$ cat config.mk
export PLATFORM = sky130hd
export DESIGN_NAME = reg_share_arbiter_flat
export DESIGN_NICKNAME = d
export VERILOG_FILES = /design/src/rtl/reg_share_arbiter_if.sv /design/src/rtl/reg_share_arbiter.sv /design/src/flat_wrapper.sv
export SDC_FILE = /design/constraint.sdc
export NUM_CORES = 1
export LEC_CHECK = 0
export BUFFER_PORTS_ARGS = -buffer_cell sky130_fd_sc_hd__buf_2
export CAP_MARGIN = 20
export CORE_MARGIN = 3
export CORE_UTILIZATION = 45
export CTS_CLUSTER_SIZE = 14
export DETAILED_ROUTE_END_ITERATION = 10
export PLACE_DENSITY = 0.73
export SLEW_MARGIN = 20
export SYNTH_ARGS = -nofsm -noshare
export SYNTH_HDL_FRONTEND = slang
export SYNTH_SLANG_ARGS = --single-unit
$ cat constraint.sdc
create_clock -name clk -period 5.55 [get_ports clk]
set_input_delay 0.2775 -clock clk [delete_from_list [all_inputs] [get_ports clk]]
set_output_delay 0.2775 -clock clk [all_outputs]
set_load 0.1 [all_outputs]
$ cat src/rtl/reg_share_arbiter_if.sv
// reg_share_arbiter_if: request/data bundle from the clients and grant/shared-register view back to them.
interface reg_share_arbiter_if #(
    parameter int NUM_REQ = 4,
    parameter int DATA_W = 8
);
    logic [NUM_REQ-1:0] req_i;
    logic [NUM_REQ-1:0] last_i;
    logic [NUM_REQ*DATA_W-1:0] data_i;
    logic [NUM_REQ-1:0] gnt_o;
    logic [$clog2(NUM_REQ)-1:0] owner_o;
    logic [DATA_W-1:0] q_o;
    logic q_valid_o;

    modport slave (
        input req_i, last_i, data_i,
        output gnt_o, owner_o, q_o, q_valid_o
    );

    modport master (
        output req_i, last_i, data_i,
        input gnt_o, owner_o, q_o, q_valid_o
    );
endinterface

$ cat src/rtl/reg_share_arbiter.sv
// reg_share_arbiter: round-robin sharing of one registered data bank between requesters, grants capped at MAX_HOLD.
// Optional macro ARB_PRIO0_EN: requester 0 wins every IDLE arbitration it takes part in.
module reg_share_arbiter #(
    parameter int NUM_REQ = 4,
    parameter int DATA_W = 8,
    parameter int MAX_HOLD = 4
) (
    input logic clk,
    input logic reset,
    reg_share_arbiter_if.slave bus
);
    localparam int OW = $clog2(NUM_REQ);

    typedef enum logic {IDLE, BUSY} state_t;

    state_t state_q;
    logic [NUM_REQ-1:0] gnt_q;
    logic [OW-1:0] owner_q;
    logic [OW-1:0] ptr_q;
    logic [OW-1:0] sel_d;
    logic [OW-1:0] cand;
    logic found;
    logic [DATA_W-1:0] q_q;
    logic q_valid_q;
    logic [3:0] hold_q;
    logic own_req;
    logic own_last;
    logic hold_end;
    logic [DATA_W-1:0] own_data;

    assign own_req = bus.req_i[owner_q];
    assign own_last = bus.last_i[owner_q];
    assign own_data = DATA_W'(bus.data_i >> (owner_q * DATA_W));
    assign hold_end = hold_q == 4'(MAX_HOLD - 1);

    // Search upward from the requester after the last owner, wrapping at NUM_REQ.
    always_comb begin
        sel_d = ptr_q;
        cand = ptr_q;
        found = 1'b0;
        for (int i = 0; i < NUM_REQ; i++) begin
            cand = (cand == OW'(NUM_REQ - 1)) ? '0 : cand + 1'b1;
            if (!found && bus.req_i[cand]) begin
                sel_d = cand;
                found = 1'b1;
            end
        end
`ifdef ARB_PRIO0_EN
        if (bus.req_i[0]) sel_d = '0;
`else
`endif
    end

    always_ff @(posedge clk) begin
        if (reset) begin
            state_q <= IDLE;
            gnt_q <= '0;
            owner_q <= '0;
            q_q <= '0;
            q_valid_q <= 1'b0;
            hold_q <= '0;
            ptr_q <= OW'(NUM_REQ - 1);
        end else if (state_q == IDLE) begin
            q_valid_q <= 1'b0;
            if (|bus.req_i) begin
                state_q <= BUSY;
                gnt_q <= NUM_REQ'(1) << sel_d;
                owner_q <= sel_d;
                hold_q <= '0;
            end
        end else begin
            q_valid_q <= own_req;
            if (own_req) begin
                q_q <= own_data;
                hold_q <= hold_q + 4'd1;
            end
            // A dropped request releases just like an end-of-burst or an exhausted hold.
            if (!own_req || own_last || hold_end) begin
                state_q <= IDLE;
                gnt_q <= '0;
                ptr_q <= owner_q;
            end
        end
    end

    assign bus.gnt_o = gnt_q;
    assign bus.owner_o = owner_q;
    assign bus.q_o = q_q;
    assign bus.q_valid_o = q_valid_q;
endmodule

$ cat src/flat_wrapper.sv
// flat-port wrapper written by rule: the top's interface ports become plain ports
module reg_share_arbiter_flat 
#(
    parameter int NUM_REQ = 4,
    parameter int DATA_W = 8,
    parameter int MAX_HOLD = 4
)
  (clk, reset, bus_req_i, bus_last_i, bus_data_i, bus_gnt_o, bus_owner_o, bus_q_o, bus_q_valid_o);
  reg_share_arbiter_if #(.NUM_REQ(NUM_REQ), .DATA_W(DATA_W)) bus_i ();
  input logic clk;
  input logic reset;
  input wire logic [$bits(bus_i.req_i)-1:0] bus_req_i;
  input wire logic [$bits(bus_i.last_i)-1:0] bus_last_i;
  input wire logic [$bits(bus_i.data_i)-1:0] bus_data_i;
  output wire logic [$bits(bus_i.gnt_o)-1:0] bus_gnt_o;
  output wire logic [$bits(bus_i.owner_o)-1:0] bus_owner_o;
  output wire logic [$bits(bus_i.q_o)-1:0] bus_q_o;
  output wire logic [$bits(bus_i.q_valid_o)-1:0] bus_q_valid_o;
  assign bus_i.req_i = bus_req_i;
  assign bus_i.last_i = bus_last_i;
  assign bus_i.data_i = bus_data_i;
  assign bus_gnt_o = bus_i.gnt_o;
  assign bus_owner_o = bus_i.owner_o;
  assign bus_q_o = bus_i.q_o;
  assign bus_q_valid_o = bus_i.q_valid_o;
  reg_share_arbiter #(.NUM_REQ(NUM_REQ), .DATA_W(DATA_W), .MAX_HOLD(MAX_HOLD)) u_core (.clk(clk), .reset(reset), .bus(bus_i));
endmodule
-- Yosys cells after proc, flatten, opt, wreduce, memory -nomap -nowiden
Index checks and enable logic that the tools add are counted.
- bits in registers: 22
- word-level logic and storage cells: 76
- input port bits: 42
- $lt $le $gt $ge: 5
- shift operators: 2
- eq/ne operators: 7
- mux-type cells: 32
- $add $sub $neg: 5
- reductions and logical operators: 17
- bitwise operators: 1
- operator list (kind ; count):
    right shift 32 x 5 -> 8 bit ; 1
    two-way mux 4 bit ; 6
    two-way mux 2 bit ; 8
    less-than comparator 2 x 3 -> 1 bit (second input constant) ; 5
    binary-select mux 1 bit (select 2 bit) ; 6
    two-way mux 1 bit ; 12
    AND reduction 2 bit ; 5
    adder 2 x 1 -> 2 bit (second input constant) ; 4
    equality test 2 bit (second input constant) ; 4
    adder 4 x 1 -> 4 bit (second input constant) ; 1
    equality test 4 x 2 -> 1 bit (second input constant) ; 1
    zero test 1 bit ; 4
    inequality test 2 bit (second input constant) ; 2
    OR reduction 4 bit ; 1
    << shifter 1 x 2 -> 4 bit (first input constant) ; 1
    logical AND 1 bit ; 3
    logical OR 1 bit ; 2
    nonzero test 2 bit ; 1
    OR reduction 2 bit ; 1
    NOT 1 bit ; 1

-- Longest topological paths before layout
Gate-level depths: netlist of run 1.
- depth in word-level cells: 17
- depth in mapped cells: 9

-- Least setup slack after synthesis of run 1
OpenSTA, ideal clock, no wires.
- path type: reg-to-reg
- start: register u_core.owner_q[0] (netlist: u_core.bus.owner_o[0])
- end: register u_core.ptr_q[0]
- stages on the path, launching flop included: 6
- path buffers: 0
- path slack: 3186 ps
- data required time: 5430 ps
- arrival: 2244 ps
- clock period less this slack: 2364 ps
- cells stage by stage: dfxtp_1 > mux4_2 > a21oi_1 > nand2_1 > and3_1 > a211o_2
- word-level cells in the longest chain between the ends: 6
- elaborated cells on any way between the ends: 8
- classes of those cells: mux (4); reduce/logical (4)
- RTL lines (element ; line ; RTL):
    from (decl) ; reg_share_arbiter.sv:18 ; logic [OW-1:0] owner_q;
    from (signal assigned) ; reg_share_arbiter.sv:68 ; owner_q <= sel_d;
    binary-select mux 1 bit (select 2 bit) ; reg_share_arbiter.sv:31 ; assign own_req = bus.req_i[owner_q];
    two-way mux 1 bit (not written as such) ; reg_share_arbiter.sv:31 ;
    zero test 1 bit ; reg_share_arbiter.sv:78 ; if (!own_req || own_last || hold_end) begin
    logical OR 1 bit (2 in series) ; reg_share_arbiter.sv:78 ;
    AND reduction 2 bit (no line) ; -- ;
    to (signal assigned) ; reg_share_arbiter.sv:62 ; ptr_q <= OW'(NUM_REQ - 1);
    to (signal assigned) ; reg_share_arbiter.sv:81 ; ptr_q <= owner_q;
    to (decl) ; reg_share_arbiter.sv:19 ; logic [OW-1:0] ptr_q;
Parallel ways exist; a longest one is shown, timed or not. The select of a mux whose other input is x is not followed.
A chain may end at the register's enable or synchronous reset.

-- Worst setup path after layout of run 1
- start: register u_core.ptr_q[0]
- end: register u_core.gnt_q[2] (netlist: u_core.bus.gnt_o[2])
- word-level cells in the longest chain between the ends: 17
- elaborated cells on any way between the ends: 36
- classes of those cells: add/sub (4); eq/ne (4); shift (1); mux (21); reduce/logical (6)
- RTL lines (element ; line ; RTL):
    parallel branches: the longest is 13 deep, another holds adder 2 x 1 -> 2 bit ; -- ;
    two-way mux 2 bit * ; reg_share_arbiter.sv:43 ; if (!found && bus.req_i[cand]) begin
    << shifter 1 x 2 -> 4 bit * ; reg_share_arbiter.sv:67 ; gnt_q <= NUM_REQ'(1) << sel_d;
    two-way mux 4 bit * ; reg_share_arbiter.sv:65 ; if (|bus.req_i) begin
    two-way mux 4 bit * ; reg_share_arbiter.sv:63 ; end else if (state_q == IDLE) begin
    to (signal assigned) ; reg_share_arbiter.sv:67 ;
    to (decl) ; reg_share_arbiter.sv:17 ; logic [NUM_REQ-1:0] gnt_q;
Mark *: on every way between the ends. The select of a mux whose other input is x is not followed.

==> results of run 1 <==
power groups by stage:
stage / registers [mW] / logic (mW) / clock network, mW
floorplan: 0.298 / 0.133 / 0
global placement: 0.206 / 0.268 / 0
detailed placement: 0.207 / 0.273 / 0
CTS: 0.204 / 0.274 / 0.0722
global route: 0.209 / 0.294 / 0.0803
finish: 0.203 / 0.274 / 0.0674
cell usage in the layout (no fill, tap or decap), types with 2 or more instances in the layout:
cell type  instances
nor4_1             3
a21oi_1           18
dfxtp_1           22
and3_1             2
inv_1              2
o21ai_0            3
a2111oi_0          2
a211o_1            2
a2111o_1           2
nand3_1            4
a211oi_1           2
o21a_1             2
buf_2             56
xor2_1             2
mux4_2            10
nor3_1             3
ha_1               2
clkbuf_4           3
nand2_1           24
a32oi_1            2
nor2_1            11
nand2b_1           4
o21bai_1           2
flip-flops by register name, summed over array words and instances, names as in the netlist:
register and flops:
u_core.ptr_q 2, u_core.bus.q_valid_o 1, u_core.hold_q 4, u_core.bus.owner_o 2, u_core.state_q 1, u_core.bus.gnt_o 4, u_core.bus.q_o 8
synth_stat cells, types with 3 or more instances:
cell,count
a21oi_1,18
buf_2,5
clkbuf_1,6
dfxtp_1,22
mux4_2,10
nand2_1,24
nand2b_1,4
nand3_1,4
nor2_1,11
nor3_1,3
nor4_1,3
o21ai_0,3
kinds of logic after synthesis:
group / after synthesis
xor+xnor: 2
mux: 10
flops: 22
fa+ha+maj: 2
simple gates: 61
compound gates: 42
buf+inv: 14
worst reg2reg max path, stage by stage, from the launching register on:
cell	delay, ps
dfxtp_1	510
ha_1	370
or4b_1	560
o31ai_2	220
a2111o_1	150
a21oi_1	80
a2bb2oi_2	170
a32oi_1	170
nor2_1	60
worst paths after layout:
check,to,slack (ps),startpoint
setup reg to reg,u_core.bus.gnt_o[2],3140,u_core.ptr_q[0]
hold / removal,u_core.bus.gnt_o[0],370,reset
setup / recovery,u_core.bus.gnt_o[2],3140,u_core.ptr_q[0]
hold reg to reg,u_core.bus.q_o[7],460,u_core.bus.q_o[7]
per-stage QoR:
step                      cell area, sq um  power (mW)  hold WS, ps
after detailed placement              1628      0.4806        443.4
final                                 1650      0.5450        372.8
after global routing                  1650      0.5827        378.1
after CTS                             1650      0.5501        366.1
after floorplan                       1360      0.4303        371.8
after global placement                1628      0.4740        439.6
metal layers:
metal / up-vias / part of all wire [%] / wire (microns)
met2: 43 / 53 / 1763
met5: - / 0 / 0
li1: 665 / - / -
met4: 0 / 0.60 / 20
met1: 638 / 42 / 1400
met3: 2 / 5.1 / 171
cell type report:
class / instances / area, sq um / area share, %
clock buffer: 3 / 22.52 / 1.365
sequential: 22 / 440.4 / 26.69
tap: 31 / 38.79 / 2.350
timing repair buffer: 56 / 280.3 / 16.98
multi-input combinational: 117 / 860.8 / 52.16
inverter: 2 / 7.507 / 0.4549
==> results.py, run 1 <==
metrics = {
    "pwr": {
        "p_int_mw": 0.2904,
        "ir_drop_v": 0.0002536,
        "powerDensity_nw_per_um2": 330.3,
        "power.switching_mw": 0.2547,
        "share_comb_of_total_power_pct": 50.3,
        "swShare_pct": 46.72,
        "p_leak_nw": 0.7045,
        "seqPwrFrac_pct": 37.3,
        "clock_power_share_pct": 12.4,
    },
    "synthesis": {
        "async_flop_share_pct": 0,
        "synth_compound_area_share_pct": 21.80,
        "syn_area_per_cell_sq_um": 8.889,
        "ys_ff_latch": 22,
        "synth_warnings": 0,
        "synth_area_sq_um": 1360,
        "synthCells": 153,
        "yosys.area_share.simple_pct": 21.80,
        "yosys.area.top_type_share_pct": 32.38,
        "synth_top_family_by_area": "compound AO/OA/AOI/OAI gates",
        "ys.flop_type": "dfxtp_1",
        "ys_seq_area_share_pct": 32.38,
        "ys_types": 41,
        "synthesis.nets": 197,
        "synth-edff-count": 0,
        "synth_area_leader_cell": "dfxtp_1",
        "yosys.area_share.xor_xnor_pct": 1.288,
        "yosys-mux-area-fraction_pct": 16.56,
        "yosys-top-cells-area": "dfxtp_1, mux4_2, a21oi_1",
        "synthAdderAreaFrac_pct": 1.840,
    },
    "grt": {
        "antenna_found_initial": 0,
        "gr-usage-met2_pct": 32.67,
        "grtUsageMet1_pct": 23.24,
        "grt_pass1_wl_mm": 5.306,
        "busiest_layer": "met2",
        "track_usage_pct": 18.78,
        "grt_pass1_vias": 1221,
        "grt_start_max_net_pins": 23,
        "grt-ovfl-total": 0,
        "grt_util_met3_pct": 4.468,
    },
    "timing": {
        "finalCriticalPeriod_ps": 2415,
        "setup_viol": 0,
        "fin_setup_tns_ps": 0,
        "worst_pin_slew_ps": 710.8,
        "rsz0062_at_grt": "false",
        "skew_ps": 7.225,
        "setup_slack_ps": 3135,
        "relSlewSlack_pct": 52.55,
        "period_share_pct": 43.51,
        "max_freq_mhz": 414.1,
        "hold_viol_final": 0,
        "drv_slew": 0,
    },
    "clock_network": {
        "cts_resized": 0,
        "clock-sinks": 22,
        "clkTransAtPathRegs_ps": 110,
        "postCtsHoldBufs": 0,
        "cts_tree": "yes",
        "cts_buffer_depth": 2,
        "clkLatencyLatePin_ps": 300,
        "cts_made_buffers": 3,
        "postCtsSetupRepairBufs": 0,
        "cts-root-buf": "clkbuf_4",
        "h-tree-depth": 1,
    },
    "worst_setup_path": {
        "cp.depth": 8,
        "start_kind": "register",
        "path_delay_family": "compound AO/OA/AOI/OAI gates",
        "worstPathArrival_ps": 2590,
        "reg2regPathDepth": 8,
        "worst-path-max-fanout": 9,
        "end_kind": "register",
        "crit_type": "register to register",
        "crit_buf_inv": 0,
        "crit_required_ps": 5730,
        "crit_chain": "ha_1, or4b_1, o31ai_2, a2111o_1, a21oi_1, a2bb2oi_2, a32oi_1, nor2_1",
        "cpPeakStageDelay_ps": 550,
        "cp_slowest_cell": "or4b_1",
    },
    "die": {
        "die_w_microns": 60.98,
        "io_pins": 57,
        "die_y_microns": 60.98,
        "coreArea_sq_um": 2829,
        "dieArea_sq_um": 3718,
        "rows": 19,
        "start_util_pct": 48.08,
    },
    "routing": {
        "dr.pass1.iters": 6,
        "first_iter_violations": 61,
        "final_antenna_net_count": 0,
        "wirelength_mm": 3.355,
        "drc": 0,
        "wire_per_inst_microns": 14.52,
        "vias": 1348,
        "via_per_inst": 5.835,
    },
    "placed_design": {
        "dp_slack_ps": 3211,
        "dp.cells": 228,
        "io_buffers": 56,
        "gp_congestion": 0.9746,
        "hpwlAfterDp_mm": 2.636,
    },
    "cells_and_area": {
        "drive_gt1_share_pct": 38.50,
        "fillCellCount": 263,
        "utilization_pct": 58.34,
        "final_nets": 246,
        "synthToLayoutAreaGrowth_pct": 21.34,
        "final_cells": 231,
        "antenna_cells": 0,
    },
    "run_status": {
        "outcome": "complete, no violations",
    },
    "worst_hold_path": {
        "min_path_cells": 2,
        "hold_class": "primary input to register",
    },
    "job": {
        "cap_violations": 0,
    },
}
Note: power is estimated with default switching activity, not from simulation.
==> inputs of run 2 (changes only) <==
Clock period 5.55 ns to 2.3 ns, I/O delays scaled along.
==> results.py, run 2 (synthesis gave the netlist of run 1 again) <==
metrics = {
    "worst_setup_path": {
        "crit_type": "register to register",
        "worst-path-max-fanout": 9,
        "ff2ff_setup_slack_ps": 160,
        "reg2regPathDepth": 8,
        "r2r-start": "u_core.ptr_q[0]",
        "end_kind": "register",
        "crit_required_ps": 2540,
        "worstReg2RegEnd": "u_core.bus.gnt_o[1]",
        "worstPathArrival_ps": 2380,
        "start_kind": "register",
    },
    "die": {
        "rows": 19,
        "die_w_microns": 60.98,
        "io_pins": 57,
        "start_util_pct": 48.08,
        "coreArea_sq_um": 2829,
        "dieArea_sq_um": 3718,
        "die_y_microns": 60.98,
    },
    "clock_network": {
        "cts_buffer_depth": 2,
        "h-tree-depth": 1,
        "cts-root-buf": "clkbuf_4",
        "clkLatencyLatePin_ps": 300,
        "cts_tree": "yes",
        "postCtsHoldBufs": 0,
        "clkTransAtPathRegs_ps": 110,
        "cts_made_buffers": 3,
        "postCtsSetupRepairBufs": 0,
        "clock-sinks": 22,
    },
    "timing": {
        "max_freq_mhz": 467.8,
        "finalCriticalPeriod_ps": 2137,
        "skew_ps": 3.184,
        "worst_pin_slew_ps": 495.2,
        "relSlewSlack_pct": 67.21,
        "rsz0062_at_grt": "false",
        "period_share_pct": 92.93,
        "hold_viol_final": 0,
        "setup_viol": 0,
        "fin_setup_tns_ps": 0,
        "drv_slew": 0,
    },
    "pwr": {
        "powerDensity_nw_per_um2": 814.5,
        "p_leak_nw": 0.7205,
        "ir_drop_v": 0.0006872,
        "p_total_mw": 1.373,
    },
    "routing": {
        "first_iter_violations": 66,
        "wirelength_mm": 3.501,
        "dr.pass1.iters": 4,
        "wire_per_inst_microns": 14.96,
        "vias": 1348,
        "drc": 0,
        "final_antenna_net_count": 0,
        "via_per_inst": 5.761,
    },
    "job": {
        "cap_violations": 0,
    },
    "placed_design": {
        "hpwlAfterDp_mm": 2.777,
        "gp_congestion": 0.7934,
        "io_buffers": 56,
    },
    "grt": {
        "track_usage_pct": 18.54,
        "antenna_found_initial": 0,
        "grt-ovfl-total": 0,
        "grt_pass1_vias": 1159,
        "grt_start_max_net_pins": 23,
        "grt_pass1_wl_mm": 5.195,
    },
    "cells_and_area": {
        "final_nets": 248,
        "synthToLayoutAreaGrowth_pct": 23.92,
        "largest_register_ffs": 8,
        "drive_gt1_share_pct": 41.38,
        "antenna_cells": 0,
        "final_cell_mix": "buf_2, nand2_1, dfxtp_1",
        "final_common_cell": "buf_2",
    },
    "worst_hold_path": {
        "whs_endpoint": "u_core.bus.gnt_o[0]",
        "min_path_cells": 2,
        "holdCritStartpoint": "reset",
        "hold_class": "primary input to register",
    },
    "run_status": {
        "outcome": "complete, no violations",
    },
}
[run 2: cell count changes in the layout (fill, tap and decap cells not counted), sizes merged]
cell    before  now
buf         56   58
clkbuf       3    4
[run 2: worst max-delay path: stages, from the launching register on]
cell and delay (ps):
dfxtp_1 360, ha_2 320, or4b_1 540, o31ai_2 190, a2111o_1 140, a21oi_1 70
a2bb2oi_2 160, nand2b_1 170, a21oi_1 130
[run 2: per-layer routing]
| layer | vias up | global-route usage, % | share of wire, % |
|---|---|---|---|
| met5 | - | 0 | 0 |
| met4 | 0 | 2.786 | 0.40 |
| met3 | 2 | 4.681 | 4.7 |
| met2 | 41 | 31.45 | 54 |
| met1 | 635 | 24.32 | 40 |
| li1 | 670 | - | - |
[run 2: worst max path at each step]
stage	startpoint	to	slack [ps]	cells past startpoint
4_1_cts	u_core.ptr_q[1]	u_core.bus.gnt_o[1]	100	8
3_5_place_dp	u_core.ptr_q[1]	u_core.bus.gnt_o[1]	140	8
3_3_place_gp	u_core.ptr_q[1]	u_core.bus.gnt_o[2]	170	8
6_report	u_core.ptr_q[0]	u_core.bus.gnt_o[1]	160	8
2_1_floorplan	u_core.ptr_q[0]	u_core.bus.gnt_o[1]	130	9
5_1_grt	u_core.ptr_q[0]	u_core.bus.gnt_o[1]	20	8
[run 2: cell type report]
class,instances,area (sq um)
fillers,279,1144
well taps,31,38.79
flip-flops and latches,22,444.2
clock buffers,4,36.28
repair buffers,58,295.3
inverters,2,7.507
multi-input cells,117,863.3
[run 2: report_power, final]
group	internal, mW	total, mW	switching (mW)
Combinational	0.223	0.689	0.466
Clock	0.0966	0.207	0.110
Sequential	0.429	0.477	0.0477
[run 2: metrics by stage]
stage,setup slack [ps],instances,hold WS (ps),cell area [sq um],utilization [%]
after CTS,101.4,234,192.7,1682,59.44
final,162.5,234,200.6,1685,59.58
after floorplan,125.7,153,209.3,1363,-
after global placement,169.9,230,439.4,1645,58.16
after global routing,19.11,234,221.7,1685,59.58
after detailed placement,136.9,230,444.5,1645,58.16
[run 2: what timing repair did]
item,in CTS,in global routing
hold endpoints to repair,0,0
endpoints found under the setup margin,0,4
gates resized for setup,0,2
